$ cat src/rtl/frame_serializer.sv
// Ping-pong frame buffer behind the 8-tap FIR core: captures whole N-sample
// frames on the core's strobe and replays them one sample per cycle over valid/ready.
module frame_serializer #(
  parameter int N      = 16,
  parameter int D_BITS = 12
) (
  input  logic                  clk_i,
  input  logic                  rst_n_i,
  input  logic                  data_vld_i,
  input  logic [N*D_BITS-1:0]   data_y_i,
  input  logic                  out_rdy_i,
  output logic                  out_vld_o,
  output logic [D_BITS-1:0]     out_data_o,
  output logic                  out_last_o,
  output logic                  ovf_o
);

  localparam int IW = (N > 1) ? $clog2(N) : 1;
  localparam logic [IW-1:0] LAST_IDX = IW'(N - 1);

  typedef logic [N-1:0][D_BITS-1:0] frame_t;

  // Handshake: a sample moves on a rising edge where out_vld_o && out_rdy_i;
  // while out_vld_o && !out_rdy_i the outputs hold because they depend on
  // registered state only.

  frame_t          bank0_q, bank1_q;
  frame_t          frame_in;
  frame_t          rd_bank;
  logic [1:0]      cnt_q, cnt_d;
  logic [IW-1:0]   idx_q, idx_d;
  logic            wr_sel_q, wr_sel_d;
  logic            rd_sel_q, rd_sel_d;
  logic            ovf_q, ovf_d;

  logic            xfer;
  logic            frame_release;
  logic            accept;
  logic            drop;

  assign frame_in = frame_t'(data_y_i);

  assign xfer          = (cnt_q != 2'd0) && out_rdy_i;
  assign frame_release = xfer && (idx_q == LAST_IDX);
  // A full buffer can still take a frame when the read side frees a bank on the same edge.
  assign accept        = data_vld_i && ((cnt_q != 2'd2) || frame_release);
  assign drop          = data_vld_i && !accept;

  always_comb begin
    cnt_d    = cnt_q;
    idx_d    = idx_q;
    wr_sel_d = wr_sel_q;
    rd_sel_d = rd_sel_q;
    ovf_d    = ovf_q;

    if (xfer) begin
      if (frame_release) begin
        idx_d    = '0;
        rd_sel_d = ~rd_sel_q;
      end else begin
        idx_d = idx_q + IW'(1);
      end
    end

    if (accept) begin
      wr_sel_d = ~wr_sel_q;
    end

    if (accept && !frame_release) begin
      cnt_d = cnt_q + 2'd1;
    end else if (!accept && frame_release) begin
      cnt_d = cnt_q - 2'd1;
    end

    if (drop) begin
      ovf_d = 1'b1;
    end
  end

  always_ff @(posedge clk_i or negedge rst_n_i) begin
    if (!rst_n_i) begin
      cnt_q    <= 2'd0;
      idx_q    <= '0;
      wr_sel_q <= 1'b0;
      rd_sel_q <= 1'b0;
      ovf_q    <= 1'b0;
    end else begin
      cnt_q    <= cnt_d;
      idx_q    <= idx_d;
      wr_sel_q <= wr_sel_d;
      rd_sel_q <= rd_sel_d;
      ovf_q    <= ovf_d;
    end
  end

  // Bank contents are don't-care after reset; the output mux masks them.
  always_ff @(posedge clk_i) begin
    if (accept && !wr_sel_q) begin
      bank0_q <= frame_in;
    end
    if (accept && wr_sel_q) begin
      bank1_q <= frame_in;
    end
  end

  assign rd_bank    = rd_sel_q ? bank1_q : bank0_q;
  assign out_vld_o  = (cnt_q != 2'd0);
  assign out_data_o = out_vld_o ? rd_bank[idx_q] : '0;
  assign out_last_o = out_vld_o && (idx_q == LAST_IDX);
  assign ovf_o      = ovf_q;

endmodule
$ cat config.mk
export PLATFORM = sky130hd
export DESIGN_NAME = frame_serializer
export DESIGN_NICKNAME = d
export VERILOG_FILES = /design/src/rtl/frame_serializer.sv
export SDC_FILE = /design/constraint.sdc
export NUM_CORES = 1
export LEC_CHECK = 0
export ABC_AREA = 1
export CAP_MARGIN = 10
export CORE_ASPECT_RATIO = 1.2
export CORE_UTILIZATION = 35
export DETAILED_ROUTE_END_ITERATION = 10
export GPL_TIMING_DRIVEN = 1
export HOLD_SLACK_MARGIN = 0.05
export PLACE_DENSITY_LB_ADDON = 0.1
export SLEW_MARGIN = 20
export SYNTH_ARGS = -nofsm -noshare
export SYNTH_HDL_FRONTEND = slang
export SYNTH_SLANG_ARGS = --single-unit
$ cat constraint.sdc
create_clock -name clk_i -period 24.9 [get_ports clk_i]
set_input_delay 4.98 -clock clk_i [delete_from_list [all_inputs] [get_ports clk_i]]
set_output_delay 4.98 -clock clk_i [all_outputs]
set_load 0.02 [all_outputs]
==> results.sh <==
export IMPL_synth_edf_count=384
export IMPL_required_arrival_time_at_the_worst_endpoint_ps=19920
export IMPL_crit_fanout=74
export IMPL_cts_repair_resize_count=0
export IMPL_clock_fmax_mhz=109.2
export IMPL_yosysWarnings=0
export IMPL_final_min_period_over_clock_period_pct=36.77
export IMPL_viasPerCell=4.830
export IMPL_cts_hold_repair_buffers=0
export IMPL_drive_above_1_share_pct=5.333
export IMPL_multi_input_area_um2=3695
export IMPL_layout_common_cells="nand2_1, edfxtp_1, nand3_1"
export IMPL_grt_max_degree=149
export IMPL_wl_mm=44.84
export IMPL_floorplan_die_width_um=196.6
export IMPL_htree_num_levels=2
export IMPL_synth_fp_nets=1549
export IMPL_synth_flop_cell="edfxtp_1"
export IMPL_outcome="completed"
export IMPL_sequential_cell_area_um2=11770
export IMPL_timing_final_setup_violations=0
export IMPL_cts_root_buf="clkbuf_16"
export IMPL_detail_route_iter0_violations=623
export IMPL_drc_errors=0
export IMPL_placement_io_buffers=210
export IMPL_syn_inst=1351
export IMPL_wl_per_cell_um=20.53
export IMPL_yosys_register_bits=393
export IMPL_rsz0062_at_grt="false"
export IMPL_via_count=10550
export IMPL_timing_setup_tns_ps=0
export IMPL_grt_overflow_total=0
export IMPL_hold_path_class="reg2reg"
export IMPL_core_area_um2=44880
export IMPL_yosysSeqAreaShare_pct=73.92
export IMPL_worstSetupPathType="reg2out"
export IMPL_num_nets_final=1739
export IMPL_timing_hold_violations_final=0
export IMPL_post_place_instance_area_um2=18500
export IMPL_skew_ps=18.51
export IMPL_fill_cells=4263
export IMPL_dp_hpwl_mm=27.77
export IMPL_hold_ws_ps=469.1
export IMPL_yosys_cell_types_count=22
export IMPL_io_pin_count=211
export IMPL_path_clk_slew_ps=60
export IMPL_postSynth_asyncResetShare_pct=2.290
export IMPL_critPathCaptureType="output port"
export IMPL_clock_sinks=393
export IMPL_antenna_found_initial=0
export IMPL_layout_commonest_cell="nand2_1"
export IMPL_grt_pass1_wl_mm=66.50
export IMPL_syn_avg_cell_area_um2=11.77
export IMPL_rows=85
export IMPL_dieArea_um2=46300
export IMPL_globalplace_congestion=0.7538
export IMPL_grt_usage_pct=19.54
export IMPL_buffers_from_clock_root_to_sink_at_most=3
export IMPL_tritoncts="built"
export IMPL_setup_worst_path_start_class="register"
export IMPL_pwr_density_cell_nw_per_um2=121.9
export IMPL_worst_ep_arrival_time_ps=4180
export IMPL_min_period_ps=9156
export IMPL_ir_drop_mv=0.07210
export IMPL_clk_latency_ps=580
export IMPL_max_cap_violations=0
export IMPL_timing_max_slew_rel_slack_pct=30.14
export IMPL_chipHeight_um=235.5
export IMPL_cts_repair_timing_setup_buffer_count=0
export IMPL_worst_slew_pin_tran_ps=1041
export IMPL_postLayoutCellArea_um2=19850
export IMPL_finalCoreUtilization_pct=44.23
export IMPL_antenna_diode_count=0
export IMPL_synthToLayoutAreaGrowth_pct=24.82
export IMPL_timing_max_transition_violations_final=0
export IMPL_numCtsBuffers=44
export IMPL_floorplan_initialDensity_pct=35.44
export IMPL_post_synth_instance_area_um2=15900
export IMPL_vias_in_the_first_global_route=10700
export IMPL_drt_antenna_violating_nets=0
export IMPL_drt_pass1_iterations=5
export IMPL_power_leakage_nw=7.238
-- metal layers --
layer | wire length, um | vias to the layer above | GRT usage [%] | share of wire, %
li1 | - | 5094 | - | -
met1 | 18700 | 5127 | 24.51 | 42
met2 | 22690 | 252 | 33.57 | 51
met3 | 1887 | 75 | 3.309 | 4.2
met4 | 1567 | 0 | 7.541 | 3.5
met5 | 0 | - | 0 | 0
-- final cells by class --
| type | count | share of cell area (%) |
|---|---|---|
| Multi-Input combinational cell | 866 | 18.61 |
| Sequential cell | 393 | 59.27 |
| Clock buffer | 58 | 6.013 |
| Tap cell | 609 | 3.838 |
| Inverter | 11 | 0.2458 |
| Clock inverter | 22 | 0.8068 |
| Timing Repair Buffer | 225 | 11.22 |
-- synthesized netlist by cell type, types with 3 or more instances --
cell | number | share of area (%)
nand2_1 | 478 | 11
edfxtp_1 | 384 | 73
nand3_1 | 258 | 8.1
nor2_1 | 79 | 1.9
buf_2 | 41 | 1.3
o21ai_0 | 25 | 0.79
buf_4 | 19 | 0.90
clkbuf_1 | 14 | 0.33
o21ai_1 | 12 | 0.38
dfrtp_1 | 9 | 1.4
buf_1 | 7 | 0.17
inv_1 | 6 | 0.14
xor2_1 | 4 | 0.22
inv_2 | 3 | 0.071
-- path summary, 6_finish.rpt --
check,endpoint,startpoint,slack (ps),cells after the start
worst max-delay path,out_data_o[6],rd_sel_q$_DFFE_PN0P_,15740,11
worst min-delay path,cnt_q[0]$_DFFE_PN0P_,cnt_q[0]$_DFFE_PN0P_,470,1
worst max register to register,bank0_q[177]$_DFFE_PP_,idx_q[0]$_DFFE_PN0P_,19990,8
worst min register to register,cnt_q[0]$_DFFE_PN0P_,cnt_q[0]$_DFFE_PN0P_,470,1
max in group asynchronous,rd_sel_q$_DFFE_PN0P_,rst_n_i,19700,1
min in group asynchronous,idx_q[0]$_DFFE_PN0P_,rst_n_i,4770,1
-- registers in the layout (all words and copies together), names as in the netlist --
| register | flops |
|---|---|
| bank0_q | 192 |
| bank1_q | 192 |
| idx_q | 4 |
| cnt_q | 2 |
| ovf_o | 1 |
| rd_sel_q | 1 |
| wr_sel_q | 1 |
-- logic make-up (layout without fill, tap and decap cells) --
family                   count (synthesis)  in the layout  synth area share (%)
buffers and inverters                   92            316                 2.942
adder cells (fa/ha/maj)                  2              2                0.1573
AO/OA/AOI/OAI                           41             41                 1.322
AND/OR/NAND/NOR                        818            818                 21.38
XOR/XNOR                                 5              5                0.2753
flip-flops                             393            393                 73.92
-- metrics by stage --
stage	power, mW	worst slack [ps]	instances
floorplan	1.556	10800	1351
global placement	1.848	16300	2104
detailed placement	1.851	16270	2104
CTS	2.468	15660	2184
global route	2.577	15480	2184
finish	2.421	15740	2184
-- worst max-delay path, cell delays in order (launching register included) --
cell and delay (ps):
dfrtp_4 700, inv_6 540, buf_4 710, nand2_1 110, nand3_1 110, nand3_1 130, nand2_1 180, nand2_1 70
nand2_1 70, nor2_1 100, nor2_1 170, clkdlybuf4s50_1 630
-- report_power, final --
| part | leakage (nW) | switching [mW] | internal (mW) |
|---|---|---|---|
| registers | 3.66 | 0.0605 | 0.906 |
| clock network | 0.665 | 0.260 | 0.348 |
| logic | 2.91 | 0.594 | 0.251 |
(Power assumes the default switching activity.)
